**src/rtl/alu_iter_if.sv**
```systemverilog
// Handshake bundle between the EX-stage operand muxes and the iterative ALU.
interface alu_iter_if #(
    parameter int DATA_W = 32
);
    logic              flush;
    logic              in_valid;
    logic              in_ready;
    logic [DATA_W-1:0] in_0;
    logic [DATA_W-1:0] in_1;
    logic [3:0]        op;
    logic              out_valid;
    logic              out_ready;
    logic [DATA_W-1:0] out;
    logic              of;
    logic              dz;

    modport master (
        output flush, in_valid, in_0, in_1, op, out_ready,
        input  in_ready, out_valid, out, of, dz
    );

    modport slave (
        input  flush, in_valid, in_0, in_1, op, out_ready,
        output in_ready, out_valid, out, of, dz
    );
endinterface

```
**src/rtl/alu_iter.sv**
```systemverilog
// Handshaked ALU: logic/add/sub/shift in one cycle, multiply/divide/remainder
// by a DATA_W-step shift-add or restoring-subtract loop.
module alu_iter #(
    parameter int DATA_W = 32,
    parameter int SH_W   = 5,
    parameter int CNT_W  = 6
) (
    input  logic      clk,
    input  logic      reset,
    alu_iter_if.slave bus
);
    localparam logic [3:0] OP_NOP  = 4'd0;
    localparam logic [3:0] OP_AND  = 4'd1;
    localparam logic [3:0] OP_OR   = 4'd2;
    localparam logic [3:0] OP_XOR  = 4'd3;
    localparam logic [3:0] OP_ADDS = 4'd4;
    localparam logic [3:0] OP_ADDU = 4'd5;
    localparam logic [3:0] OP_SUBS = 4'd6;
    localparam logic [3:0] OP_SUBU = 4'd7;
    localparam logic [3:0] OP_SHRL = 4'd8;
    localparam logic [3:0] OP_SHLL = 4'd9;
    localparam logic [3:0] OP_SHRA = 4'd10;
    localparam logic [3:0] OP_MULU = 4'd11;
    localparam logic [3:0] OP_MULS = 4'd12;
    localparam logic [3:0] OP_DIVU = 4'd13;
    localparam logic [3:0] OP_DIVS = 4'd14;
    localparam logic [3:0] OP_REMS = 4'd15;

    localparam int MSB = DATA_W - 1;
    localparam logic [DATA_W-1:0]   ZERO_W   = {DATA_W{1'b0}};
    localparam logic [DATA_W-1:0]   ONES_W   = {DATA_W{1'b1}};
    localparam logic [DATA_W-1:0]   MIN_W    = {1'b1, {(DATA_W-1){1'b0}}};
    localparam logic [2*DATA_W-1:0] ZERO_2W  = {(2*DATA_W){1'b0}};
    localparam logic [CNT_W-1:0]    CNT_ZERO = {CNT_W{1'b0}};
    localparam logic [CNT_W-1:0]    CNT_ONE  = {{(CNT_W-1){1'b0}}, 1'b1};
    localparam logic [CNT_W-1:0]    CNT_LOAD = CNT_W'(DATA_W);

    typedef enum logic [1:0] {
        IDLE = 2'd0,
        CALC = 2'd1,
        DONE = 2'd2
    } state_t;

    state_t              state_r, state_s;
    logic [CNT_W-1:0]    cnt_r;
    logic [3:0]          op_r;
    logic [2*DATA_W-1:0] acc_r, acc_step_s, prod_s;
    logic [DATA_W-1:0]   dvsr_r, out_r;
    logic                neg_r, of_r, dz_r;

    logic              in_ready_s, accept_s, finish_s;
    logic              is_iter_s, is_div_s, is_sgn_s, dz_case_s, ovf_case_s, quick_s;
    logic              a_neg_s, b_neg_s;
    logic [DATA_W-1:0] mag_a_s, mag_b_s, sum_s, diff_s;
    logic [SH_W-1:0]   sh_s;
    logic [DATA_W-1:0] q_out_s, f_out_s;
    logic              q_of_s, q_dz_s, f_of_s;
    logic [DATA_W:0]   mul_sum_s, div_trial_s;

    assign in_ready_s = (state_r == IDLE) | ((state_r == DONE) & bus.out_ready);
    assign accept_s   = bus.in_valid & in_ready_s & ~bus.flush;
    assign finish_s   = (state_r == CALC) & (cnt_r == CNT_ONE);

    // Divide-by-zero and MIN/-1 never enter the loop; they resolve like 1-cycle ops.
    assign is_iter_s  = (bus.op >= OP_MULU);
    assign is_div_s   = (bus.op >= OP_DIVU);
    assign is_sgn_s   = (bus.op == OP_MULS) | (bus.op == OP_DIVS) | (bus.op == OP_REMS);
    assign dz_case_s  = is_div_s & (bus.in_1 == ZERO_W);
    assign ovf_case_s = ((bus.op == OP_DIVS) | (bus.op == OP_REMS)) &
                        (bus.in_0 == MIN_W) & (bus.in_1 == ONES_W);
    assign quick_s    = ~is_iter_s | dz_case_s | ovf_case_s;
    assign a_neg_s    = is_sgn_s & bus.in_0[MSB];
    assign b_neg_s    = is_sgn_s & bus.in_1[MSB];
    assign mag_a_s    = a_neg_s ? (ZERO_W - bus.in_0) : bus.in_0;
    assign mag_b_s    = b_neg_s ? (ZERO_W - bus.in_1) : bus.in_1;

    // Result of every op that completes one cycle after accept.
    always_comb begin
        sum_s   = bus.in_0 + bus.in_1;
        diff_s  = bus.in_0 - bus.in_1;
        sh_s    = bus.in_1[SH_W-1:0];
        q_out_s = ZERO_W;
        q_of_s  = 1'b0;
        q_dz_s  = 1'b0;
        case (bus.op)
            OP_NOP:  q_out_s = bus.in_0;
            OP_AND:  q_out_s = bus.in_0 & bus.in_1;
            OP_OR:   q_out_s = bus.in_0 | bus.in_1;
            OP_XOR:  q_out_s = bus.in_0 ^ bus.in_1;
            OP_ADDS: begin
                q_out_s = sum_s;
                q_of_s  = (bus.in_0[MSB] == bus.in_1[MSB]) & (sum_s[MSB] != bus.in_0[MSB]);
            end
            OP_ADDU: {q_of_s, q_out_s} = {1'b0, bus.in_0} + {1'b0, bus.in_1};
            OP_SUBS: begin
                q_out_s = diff_s;
                q_of_s  = (bus.in_0[MSB] != bus.in_1[MSB]) & (diff_s[MSB] != bus.in_0[MSB]);
            end
            OP_SUBU: begin
                q_out_s = diff_s;
                q_of_s  = (bus.in_0 < bus.in_1);
            end
            OP_SHRL: q_out_s = bus.in_0 >> sh_s;
            OP_SHLL: q_out_s = bus.in_0 << sh_s;
            OP_SHRA: q_out_s = $signed(bus.in_0) >>> sh_s;
            default: begin
                if (dz_case_s) begin
                    q_dz_s  = 1'b1;
                    q_out_s = (bus.op == OP_REMS) ? bus.in_0 : ONES_W;
                end else if (ovf_case_s) begin
                    q_out_s = (bus.op == OP_DIVS) ? MIN_W : ZERO_W;
                    q_of_s  = (bus.op == OP_DIVS);
                end else begin
                    q_out_s = ZERO_W;
                end
            end
        endcase
    end

    // acc_r holds {partial product, multiplier} or {partial remainder, quotient}.
    always_comb begin
        mul_sum_s   = {1'b0, acc_r[2*DATA_W-1:DATA_W]} +
                      (acc_r[0] ? {1'b0, dvsr_r} : {(DATA_W+1){1'b0}});
        div_trial_s = acc_r[2*DATA_W-1:DATA_W-1] - {1'b0, dvsr_r};
        if (op_r <= OP_MULS) begin
            acc_step_s = {mul_sum_s, acc_r[DATA_W-1:1]};
        end else if (div_trial_s[DATA_W] == 1'b0) begin
            acc_step_s = {div_trial_s[DATA_W-1:0], acc_r[DATA_W-2:0], 1'b1};
        end else begin
            acc_step_s = {acc_r[2*DATA_W-2:0], 1'b0};
        end
    end

    // Sign fixup and flags applied to the last loop step.
    always_comb begin
        prod_s  = neg_r ? (ZERO_2W - acc_step_s) : acc_step_s;
        f_out_s = ZERO_W;
        f_of_s  = 1'b0;
        case (op_r)
            OP_MULU: begin
                f_out_s = acc_step_s[DATA_W-1:0];
                f_of_s  = (acc_step_s[2*DATA_W-1:DATA_W] != ZERO_W);
            end
            OP_MULS: begin
                f_out_s = prod_s[DATA_W-1:0];
                f_of_s  = (prod_s[2*DATA_W-1:DATA_W] != {DATA_W{prod_s[MSB]}});
            end
            OP_DIVU: f_out_s = acc_step_s[DATA_W-1:0];
            OP_DIVS: f_out_s = neg_r ? (ZERO_W - acc_step_s[DATA_W-1:0]) : acc_step_s[DATA_W-1:0];
            OP_REMS: f_out_s = neg_r ? (ZERO_W - acc_step_s[2*DATA_W-1:DATA_W])
                                     : acc_step_s[2*DATA_W-1:DATA_W];
            default: f_out_s = ZERO_W;
        endcase
    end

    // Next-state logic; flush wins over accept and out_ready.
    always_comb begin
        state_s = state_r;
        if (bus.flush) begin
            state_s = IDLE;
        end else if (accept_s) begin
            state_s = quick_s ? DONE : CALC;
        end else begin
            case (state_r)
                IDLE:    state_s = IDLE;
                CALC:    state_s = (cnt_r == CNT_ONE) ? DONE : CALC;
                DONE:    state_s = bus.out_ready ? IDLE : DONE;
                default: state_s = IDLE;
            endcase
        end
    end

    // State register.
    always_ff @(posedge clk or posedge reset) begin
        if (reset) begin
            state_r <= IDLE;
        end else begin
            state_r <= state_s;
        end
    end

    // Iteration datapath: load magnitudes on accept, one step per CALC cycle.
    always_ff @(posedge clk or posedge reset) begin
        if (reset) begin
            cnt_r  <= CNT_ZERO;
            op_r   <= OP_NOP;
            acc_r  <= ZERO_2W;
            dvsr_r <= ZERO_W;
            neg_r  <= 1'b0;
        end else if (bus.flush) begin
            cnt_r <= CNT_ZERO;
        end else if (accept_s & ~quick_s) begin
            cnt_r  <= CNT_LOAD;
            op_r   <= bus.op;
            acc_r  <= {ZERO_W, mag_a_s};
            dvsr_r <= mag_b_s;
            neg_r  <= (bus.op == OP_REMS) ? a_neg_s : (a_neg_s ^ b_neg_s);
        end else if (state_r == CALC) begin
            cnt_r <= cnt_r - CNT_ONE;
            acc_r <= acc_step_s;
        end
    end

    // Result registers change only on entry to DONE.
    always_ff @(posedge clk or posedge reset) begin
        if (reset) begin
            out_r <= ZERO_W;
            of_r  <= 1'b0;
            dz_r  <= 1'b0;
        end else if (accept_s & quick_s) begin
            out_r <= q_out_s;
            of_r  <= q_of_s;
            dz_r  <= q_dz_s;
        end else if (finish_s & ~bus.flush) begin
            out_r <= f_out_s;
            of_r  <= f_of_s;
            dz_r  <= 1'b0;
        end
    end

    assign bus.in_ready  = in_ready_s;
    assign bus.out_valid = (state_r == DONE);
    assign bus.out       = out_r;
    assign bus.of        = of_r;
    assign bus.dz        = dz_r;
endmodule

```
**src/flat_wrapper.sv**
```systemverilog
// flat-port wrapper written by rule: the top's interface ports become plain ports
module alu_iter_flat 
#(
    parameter int DATA_W = 32,
    parameter int SH_W   = 5,
    parameter int CNT_W  = 6
)
  (clk, reset, bus_flush, bus_in_valid, bus_in_0, bus_in_1, bus_op, bus_out_ready, bus_in_ready, bus_out_valid, bus_out, bus_of, bus_dz);
  alu_iter_if #(.DATA_W(DATA_W)) bus_i ();
  input  logic clk;
  input  logic reset;
  input wire logic [$bits(bus_i.flush)-1:0] bus_flush;
  input wire logic [$bits(bus_i.in_valid)-1:0] bus_in_valid;
  input wire logic [$bits(bus_i.in_0)-1:0] bus_in_0;
  input wire logic [$bits(bus_i.in_1)-1:0] bus_in_1;
  input wire logic [$bits(bus_i.op)-1:0] bus_op;
  input wire logic [$bits(bus_i.out_ready)-1:0] bus_out_ready;
  output wire logic [$bits(bus_i.in_ready)-1:0] bus_in_ready;
  output wire logic [$bits(bus_i.out_valid)-1:0] bus_out_valid;
  output wire logic [$bits(bus_i.out)-1:0] bus_out;
  output wire logic [$bits(bus_i.of)-1:0] bus_of;
  output wire logic [$bits(bus_i.dz)-1:0] bus_dz;
  assign bus_i.flush = bus_flush;
  assign bus_i.in_valid = bus_in_valid;
  assign bus_i.in_0 = bus_in_0;
  assign bus_i.in_1 = bus_in_1;
  assign bus_i.op = bus_op;
  assign bus_i.out_ready = bus_out_ready;
  assign bus_in_ready = bus_i.in_ready;
  assign bus_out_valid = bus_i.out_valid;
  assign bus_out = bus_i.out;
  assign bus_of = bus_i.of;
  assign bus_dz = bus_i.dz;
  alu_iter #(.DATA_W(DATA_W), .SH_W(SH_W), .CNT_W(CNT_W)) u_core (.clk(clk), .reset(reset), .bus(bus_i));
endmodule
```
**config.mk**
```make
export PLATFORM = sky130hd
export DESIGN_NAME = alu_iter_flat
export DESIGN_NICKNAME = d
export VERILOG_FILES = /design/src/rtl/alu_iter_if.sv /design/src/rtl/alu_iter.sv /design/src/flat_wrapper.sv
export SDC_FILE = /design/constraint.sdc
export NUM_CORES = 1
export LEC_CHECK = 0
export BUFFER_PORTS_ARGS = -buffer_cell sky130_fd_sc_hd__clkbuf_2
export CAP_MARGIN = 10
export CORE_UTILIZATION = 47
export DETAILED_ROUTE_END_ITERATION = 10
export PLACE_DENSITY = 0.68
export SYNTH_ARGS = -nofsm -noshare
export SYNTH_HDL_FRONTEND = slang
export SYNTH_SLANG_ARGS = --single-unit
```
**constraint.sdc**
```tcl
create_clock -name clk -period 8.08 [get_ports clk]
set_input_delay 0.404 -clock clk [delete_from_list [all_inputs] [get_ports clk]]
set_output_delay 0.404 -clock clk [all_outputs]
set_load 0.01 [all_outputs]
```
# After elaboration in Yosys (flattened, before gate mapping)
# Cells that the tools add are included.
# word_totals
in_bits,73
register_bits,143
output_inout_bits,36
# op_classes
order_cmp,4
n_eq_ne,28
n_mux,38
bitwise_logic,27
n_reduce_logical,13
shifts,3
add_sub_neg,11
# op_table
cell,n
$mux 32,11
$mux 64,5
$pmux 32 s10,1
$pmux 32 s4,1
$sub 1x32->32 const A,4
$eq 32x32->1 const B,2
$sub 1x64->64 const A,1
$eq 4x4->1 const B,11
$add 32x32->33,1
$add 32x33->33,1
$sub 33x32->33,1
$add 32x32->32,1
$and 32x32->32,1
$logic_not 32->1,1
$lt 32x32->1,1
$ne 32x32->1,1
$or 32x32->32,1
$reduce_bool 32->1,1
$shl 32x5->32,1
$shr 32x5->32,1
$sshr 32x5->32,1
$sub 32x32->32,1
$xor 32x32->32,1
$mux 6,3
other kinds (28),70

# Longest topological paths before layout
# Gate-level depths: netlist of run 1.
# logic_depth
depth_word,9
mapped_depth,32

# Worst setup path after synthesis of run 1
# No wires, ideal clock.
# synth_timing
kind,register to register
startpoint,reg u_core.acc_r[31]
endpoint,reg u_core.of_r (netlist: u_core.bus.of)
arrival_time_ps,6325
stages_incl_launch_ff,33
synth_period_minus_slack_ps,6451
setup_time_ps,126
setup_slack_ps,1629
cell_sequence,dfrtp_1 > inv_1 > ha_1 > inv_1 > fa_1 > a211oi_1 > o211a_1 > or4_4 > a31o_1 > buf_6 > a21oi_4 > buf_6 > nor2_2 > buf_2 > nand2_1 > nand2_1 > inv_1 > ha_1 > inv_1 > a211oi_1 > nand4_1 > nor2_1 > nand3_1 > nor2_1 > o311ai_0 > or4_4 > or4_4 > nand2_2 > xnor2_1 > or3_1 > o31ai_2 > nand4_1 > o311a_1
# synth_via
elab_chain_len,9
word_cells_on_any_way,10
classes_between,2 x add/sub; 1 x eq/ne; 6 x mux; 1 x reduce/logical
# synth_lines
item,line_no,rtl
"start, declared",alu_iter.sv:47,"logic [2*DATA_W-1:0] acc_r, acc_step_s, prod_s;"
"start signal, assigned",alu_iter.sv:195,"acc_r <= {ZERO_W, mag_a_s};"
"start signal, assigned",alu_iter.sv:200,acc_r <= acc_step_s;
$sub 33x32->33,alu_iter.sv:124,"div_trial_s = acc_r[2*DATA_W-1:DATA_W-1] - {1'b0, dvsr_r};"
$mux 64,alu_iter.sv:127,end else if (div_trial_s[DATA_W] == 1'b0) begin
$mux 64 *,alu_iter.sv:125,if (op_r <= OP_MULS) begin
$sub 1x64->64,alu_iter.sv:136,prod_s = neg_r ? (ZERO_2W - acc_step_s) : acc_step_s;
$mux 64,alu_iter.sv:136,
$ne 32x32->1,alu_iter.sv:146,f_of_s = (prod_s[2*DATA_W-1:DATA_W] != {DATA_W{prod_s[MSB]}});
$pmux 1 s2 *,alu_iter.sv:139,case (op_r)
$mux 1 *,alu_iter.sv:214,end else if (finish_s & ~bus.flush) begin
$mux 1 *,alu_iter.sv:210,end else if (accept_s & quick_s) begin
"end signal, assigned",alu_iter.sv:212,of_r <= q_of_s;
"end signal, assigned",alu_iter.sv:216,of_r <= f_of_s;
"end, declared",alu_iter.sv:49,"logic neg_r, of_r, dz_r;"
# Mark *: on every way between the ends. The rest lies on a longest branch, timed or not. The select of a mux whose other input is x is not followed.
# A chain may end at the register's enable or synchronous reset.

# Final worst setup path of run 1
# Ends and elaborated chain as after synthesis.

==> results.cfg, run 1 <==
[outcome]
outcome = finished, final reports clean

[job]
cap_viol_max_count = 0

[timing]
final.min_clock_period_ns = 7.32
achievable-frequency_mhz = 137
worstMarginPinSlew_ns = 1.10
number_of_pins_with_negative_max_slew_slack_in_the_final_report = 0
max_slew_margin_pct = 26.5
setup_violations = 0
final_hold_viol_count = 0
clock_skew_after_layout_ns = 0.0176
setup_repair_after_global_routing_missed_its_margin = no
layout_worst_path_cycle_share_pct = 90.6
fin_setup_tns_ns = 0

[drt]
vias = 28000
route.met2.wl_um = 47200
drt-wirelength-per-cell_um = 27.4
route.layer.met1.wl_um = 43300
drc = 0
detail-route-antenna-nets = 0
wl_met3_um = 11900
detail_route.wirelength_um = 113000
detail_route.iter0.violations = 4200
1st_pass_router_iterations = 8
via_per_inst = 6.81
top_routing_layer_in_use = met5

[setup_path]
critical_path.slowest_cell = sky130_fd_sc_hd__or4_4
timing.rr.start = u_core.acc_r[31]
cp-startpoint = u_core.acc_r[31]
timing.critical_path.to_type = flop
setup_crit_start_kind = flop
crit_path_end = u_core.bus.of
reg2reg_slack_ns = 0.76
worst-endpoint-required_ns = 8.43
timing.reg2reg.worst_path_depth = 29
slowest_delay_ns = 0.54
path_class = reg -> reg
worst_path_most_repeated_cell = sky130_fd_sc_hd__inv_1
critPathMaxFanout = 8
arrival_ns = 7.67
worstReg2RegEnd = u_core.bus.of

[global_route]
global_route.usage.total_pct = 43.0
global_route_wire_length_before_repair_um = 165000
globalRoute.totalOverflow = 0
grt_pass1_vias = 25700
grt_start_max_net_pins = 97
antenna_found_initial = 5

[placed_design]
place.port_buffers = 108
detailed_place_hpwl_um = 86500
placement.cell_area_um2 = 24900
gpl.final_weighted_congestion = 1.05

[clock_network]
clock_tree.buffer_depth = 2
clkLatencyLatePin_ns = 0.46
cts_hold_buffers = 0
tritoncts = built
reg_clk_slew_reported_paths_ns = 0.08
htree_num_levels = 4
cts_num_sinks = 143
numCtsBuffers = 17
root_buffer = sky130_fd_sc_hd__clkbuf_16
ctsResizeCount = 0

[floorplanning]
dieHeight_um = 228
placementRows = 82
start_util_pct = 47.6
floorplan.die.width_um = 228
fp.dieArea_um2 = 51800
floorplan.io_pins = 109
placeableCoreArea_um2 = 50200

[synthesis]
yosysSeqAreaShare_pct = 15.0
post-synth-top-area-cell = sky130_fd_sc_hd__dfrtp_1
synth.top_cells.by_area = sky130_fd_sc_hd__dfrtp_1, sky130_fd_sc_hd__ha_1, sky130_fd_sc_hd__o21ai_0, sky130_fd_sc_hd__xnor2_1, sky130_fd_sc_hd__nand2_1
mappedNetlistArea_um2 = 23900
synth_edf_count = 0
yosys_warnings = 0
synthFlopType = sky130_fd_sc_hd__dfrtp_1
synthesis.area_per_instance_um2 = 6.89
synth_cell_types = 103
synthesis_stage_register_bit_count = 143
synth_top_area_share_pct = 15.0
synthesized_instance_count = 3467
async_flop_share_pct = 100
synth_fp_nets = 3715

[power_and_ir_drop]
power.static_leakage_nw = 10.8
cellPowerDensity_nw_per_um2 = 304
ir_drop_mv = 0.190

[layout]
finalNetCount = 3675
area_occupied_by_multi_input_gates_um2 = 18800
regArea_um2 = 3580
post_route_cells_drive_above_1_share_pct = 8.90
synthToLayoutAreaGrowth_pct = 6.93
fill_cells = 5116
stdcell_area_um2 = 25600

[worst_hold_path]
min-delay-path-class = in -> async
==> critical path, delay by kind of cell (launching register included) <==
family          cells  cell delay (ns)
compound gates      8             1.88
flops               1             0.40
xor+xnor            1             0.10
simple gates       13             3.86
buf+inv             4             0.33
fa+ha+maj           3             0.63
==> metal layers <==
layer / global-route usage (%) / vias up
met5: 0 / -
met4: 34.3 / 2
met3: 9.22 / 435
met2: 64.3 / 1847
met1: 53.6 / 13100
li1: - / 12600
==> sequential cells by signal, summed over array words and instances, names as in the netlist <==
register	cells
u_core.acc_r	64
u_core.bus.out	32
u_core.dvsr_r	32
u_core.cnt_r	6
u_core.op_r	4
u_core.state_r	2
u_core.bus.dz	1
u_core.bus.of	1
u_core.neg_r	1
==> cells in the final DEF (no fill, tap or decap), types with 33 or more instances in the layout <==
cell	instances
sky130_fd_sc_hd__o21ai_0	404
sky130_fd_sc_hd__nand2_1	392
sky130_fd_sc_hd__nor2_1	300
sky130_fd_sc_hd__a21oi_1	260
sky130_fd_sc_hd__xnor2_1	182
sky130_fd_sc_hd__ha_1	171
sky130_fd_sc_hd__inv_1	157
sky130_fd_sc_hd__dfrtp_1	142
sky130_fd_sc_hd__clkbuf_2	107
sky130_fd_sc_hd__mux2i_1	99
sky130_fd_sc_hd__nand3_1	97
sky130_fd_sc_hd__nor3_1	83
sky130_fd_sc_hd__buf_4	74
sky130_fd_sc_hd__a31oi_1	70
sky130_fd_sc_hd__o31ai_1	66
sky130_fd_sc_hd__o211ai_1	57
sky130_fd_sc_hd__nand4_1	56
sky130_fd_sc_hd__a21o_1	55
sky130_fd_sc_hd__and2_1	41
sky130_fd_sc_hd__o22ai_1	40
sky130_fd_sc_hd__a211oi_1	36
sky130_fd_sc_hd__xor2_1	34
sky130_fd_sc_hd__or3_1	33
sky130_fd_sc_hd__and3_1	33
==> synthesized netlist by cell type (all sizes together) (9+ instances only) <==
cell type and n:
a211o 12, a22oi 14, xor2 34, a221oi 31
mux2 11, nor3 87, o21ai 409, clkbuf 197
o21a 20, mux2i 100, buf 45, nand4 57
a2111oi 9, o221ai 16, o311ai 13, or2 18
nor2 303, ha 171, o41ai 13, a21oi 261
o21bai 27, nor2b 14, o31ai 68, inv 161
nor4 18, dfrtp 143, and3 33, nand3 99
nand2b 21, o22ai 40, or3 33, or4 20
xnor2 182, a21o 55, and2 42, nor4b 9
a211oi 36, a31oi 72, o211ai 58, nand2 395
==> layout make-up <==
type	instances	share of cell area [%]
Multi-Input combinational cell	2921	73.6
Sequential cell	143	14.0
Timing Repair Buffer	183	4.34
Tap cell	672	3.29
Inverter	161	2.38
Clock buffer	17	1.66
Clock inverter	14	0.651
Antenna cell	4	0.0392
==> report_power, final <==
group	switching, mW	internal [mW]	leakage (nW)
clock network	0.360	0.484	0.293
logic	3.75	1.99	8.71
registers	0.269	0.933	1.85
==> metrics by stage <==
step                      util (%)  hold slack, ns  cells  power [mW]  setup WS (ns)
after floorplan                  -           0.470   3467        5.00           1.63
after global placement        49.7           0.486   4078        6.73          0.722
after detailed placement      49.7           0.497   4078        6.71          0.497
after CTS                     50.9           0.128   4109        7.58          0.463
after global routing          50.9           0.152   4112        8.21          0.372
final                         50.9           0.105   4115        7.78          0.760
==> how the worst min path moves through the flow <==
| stage | startpoint | end | slack, ns | cells past startpoint |
|---|---|---|---|---|
| detailed placement | u_core.dvsr_r[0] | u_core.dvsr_r[0] | 0.50 | 2 |
| global route | reset | u_core.cnt_r[1] | 0.15 | 2 |
| CTS | reset | u_core.cnt_r[1] | 0.13 | 2 |
| global placement | u_core.dvsr_r[0] | u_core.dvsr_r[0] | 0.49 | 2 |
| floorplan | u_core.dvsr_r[0] | u_core.dvsr_r[0] | 0.47 | 2 |
| finish | reset | u_core.state_r[0] | 0.10 | 2 |
==> timing repair <==
item | in CTS | in global routing
buffers inserted | 0 | 1
setup endpoints to repair | 0 | 1
endpoints found under the hold margin | 0 | 0
==> cells by family after synthesis <==
logic type	after synthesis	share of synthesized area, %
multiplexers	116	5.19
adder cells (fa/ha/maj)	175	9.29
buffers and inverters	403	6.50
AND/OR/NAND/NOR	1174	23.3
flip-flops	143	15.0
AO/OA/AOI/OAI	1240	32.8
XOR/XNOR	216	7.91
(Power assumes the default switching activity.)
==> run 2: changes to the inputs <==
==> constraint.sdc (replaced) <==
create_clock -name clk -period 7.95 [get_ports clk]
set_input_delay 0.3975 -clock clk [delete_from_list [all_inputs] [get_ports clk]]
set_output_delay 0.3975 -clock clk [all_outputs]
set_load 0.01 [all_outputs]
==> run 2 against run 1 <==
Net effect:
- utilization about the same
- setup slack better by 0.053 ns
- clock power rose by 2%
- non-clock buffer count is 4 lower
- hold slack got worse by 0.025 ns
- critical path type unchanged
- highest routed layer unchanged
==> results.cfg, run 2 (same netlist as run 1, synthesis figures left out) <==
[timing]
layout_worst_path_cycle_share_pct = 89.8
fin_hold_ws_ns = 0.0794
final_hold_viol_count = 0
clock_skew_after_layout_ns = 0.0143
achievable-frequency_mhz = 140
max_slew_margin_pct = 29.1
setup_violations = 0
final.min_clock_period_ns = 7.14
setup_repair_after_global_routing_missed_its_margin = no
fin_setup_tns_ns = 0
number_of_pins_with_negative_max_slew_slack_in_the_final_report = 0
worstMarginPinSlew_ns = 1.06

[clock_network]
cts_num_sinks = 143
clkLatencyLatePin_ns = 0.47
tritoncts = built
clock_tree.buffer_depth = 2
cts_hold_buffers = 0
htree_num_levels = 4
ctsResizeCount = 0
reg_clk_slew_reported_paths_ns = 0.07
root_buffer = sky130_fd_sc_hd__clkbuf_16
numCtsBuffers = 17

[placed_design]
detailed_place_hpwl_um = 86000
place.port_buffers = 108
gpl.final_weighted_congestion = 1.10
place.detailed.instances = 4074

[floorplanning]
floorplan.die.width_um = 228
placeableCoreArea_um2 = 50200
fp.dieArea_um2 = 51800
placementRows = 82
floorplan.io_pins = 109
start_util_pct = 47.6
dieHeight_um = 228

[layout]
mostFrequentLayoutCells = sky130_fd_sc_hd__o21ai_0, sky130_fd_sc_hd__nand2_1, sky130_fd_sc_hd__nor2_1
filler_free_cell_count_of_the_finished_design = 4111
synthToLayoutAreaGrowth_pct = 6.83
layout.cells.most_common = sky130_fd_sc_hd__o21ai_0
post_route_cells_drive_above_1_share_pct = 8.79
reg_with_most_ffs = u_core.acc_r
area_occupied_by_multi_input_gates_um2 = 18800
finalNetCount = 3671
regArea_um2 = 3580
number_of_flip_flops_under_the_largest_register_name = 64
fill_cells = 5220

[global_route]
antenna_found_initial = 3
grt_start_max_net_pins = 95
global_route_wire_length_before_repair_um = 164000
globalRoute.totalOverflow = 0
global_route.usage.total_pct = 42.8
grt_pass1_vias = 25600

[power_and_ir_drop]
seq_power_share_pct = 15.4
cellPowerDensity_nw_per_um2 = 308
comb_power_share_pct = 73.6
power.share.switching_pct = 55.8
power.static_leakage_nw = 10.8
total_switching_power_mw = 4.38
clockPowerShare_pct = 11.0
cell_internal_pwr_mw = 3.48
ir_drop_mv = 0.201

[drt]
drt-wirelength-per-cell_um = 27.2
vias = 27900
drc = 0
1st_pass_router_iterations = 7
detail_route.wirelength_um = 112000
detail-route-antenna-nets = 0
via_per_inst = 6.79
detail_route.iter0.violations = 4103

[setup_path]
setup_crit_start_kind = flop
arrival_ns = 7.48
worst_path_most_repeated_cell = sky130_fd_sc_hd__inv_1
timing.reg2reg.worst_path_depth = 29
worst-endpoint-required_ns = 8.29
critPathMaxFanout = 8
path_class = reg -> reg
slowest_delay_ns = 0.55
timing.critical_path.to_type = flop
critical_path.slowest_cell = sky130_fd_sc_hd__or4_4

[outcome]
outcome = finished, final reports clean

[worst_hold_path]
min-delay-path-class = in -> async

[job]
cap_viol_max_count = 0
==> run 2: cell types whose count changed in the layout (fill, tap and decap cells not counted), moves of 2 or more <==
cell,previous run,this run
sky130_fd_sc_hd__buf_4,74,70
sky130_fd_sc_hd__clkbuf_1,0,2
sky130_fd_sc_hd__clkbuf_8,0,3
sky130_fd_sc_hd__clkinv_4,3,0
==> run 2: through the flow <==
stage / power [mW] / utilization [%] / instance area [um2] / worst slack, ns
2_1_floorplan: 5.08 / - / 23900 / 1.50
3_3_place_gp: 6.82 / 49.6 / 24900 / 0.709
3_5_place_dp: 6.80 / 49.6 / 24900 / 0.495
4_1_cts: 7.68 / 50.9 / 25500 / 0.455
5_1_grt: 8.34 / 50.9 / 25500 / 0.356
6_report: 7.85 / 50.9 / 25500 / 0.813
==> run 2: worst max-delay path, delay by kind of cell (launching register included) <==
family,cells,cell delay (ns)
and+or+nand+nor,13,3.71
AOI/OAI and AO/OA,8,1.88
adders and majority gates,3,0.63
DFF,1,0.38
buffers and inverters,4,0.32
xor gates and xnor gates,1,0.10
==> run 2: worst paths after layout <==
path / from / to / slack [ns]
max: u_core.acc_r[31] / u_core.bus.of / 0.81
min in group clk: bus_out_ready / u_core.state_r[1] / 0.30
max in group asynchronous: reset / u_core.acc_r[2] / 6.45
min: reset / u_core.state_r[1] / 0.08
min reg2reg: u_core.dvsr_r[0] / u_core.dvsr_r[0] / 0.51
max reg2reg: u_core.acc_r[31] / u_core.bus.of / 0.81
==> run 2: repair_timing <==
action,in CTS,in global routing
endpoints found under the setup margin,0,1
buffers inserted,0,1
endpoints found under the hold margin,0,0
==> run 2: area by class of cell <==
| type | instances | share of cell area [%] |
|---|---|---|
| Clock buffer | 22 | 1.86 |
| Clock inverter | 10 | 0.524 |
| Multi-Input combinational cell | 2921 | 73.7 |
| Inverter | 161 | 2.39 |
| Antenna cell | 3 | 0.0294 |
| Timing Repair Buffer | 179 | 4.19 |
| Tap cell | 672 | 3.29 |
| Sequential cell | 143 | 14.0 |
==> run 2: layer usage <==
layer	track usage [%]	vias up	share of wire, %
met4	32.0	2	8.5
met5	0	-	0.0098
met2	64.4	1813	42
met3	9.28	441	11
li1	-	12600	-
met1	53.4	13000	38
==> run 2: power groups by stage <==
stage / registers, mW / logic, mW / clock network [mW]
floorplan: 1.13 / 3.95 / 0
global placement: 1.20 / 5.62 / 0
detailed placement: 1.21 / 5.59 / 0
CTS: 1.20 / 5.62 / 0.866
global route: 1.24 / 6.22 / 0.886
finish: 1.21 / 5.78 / 0.863
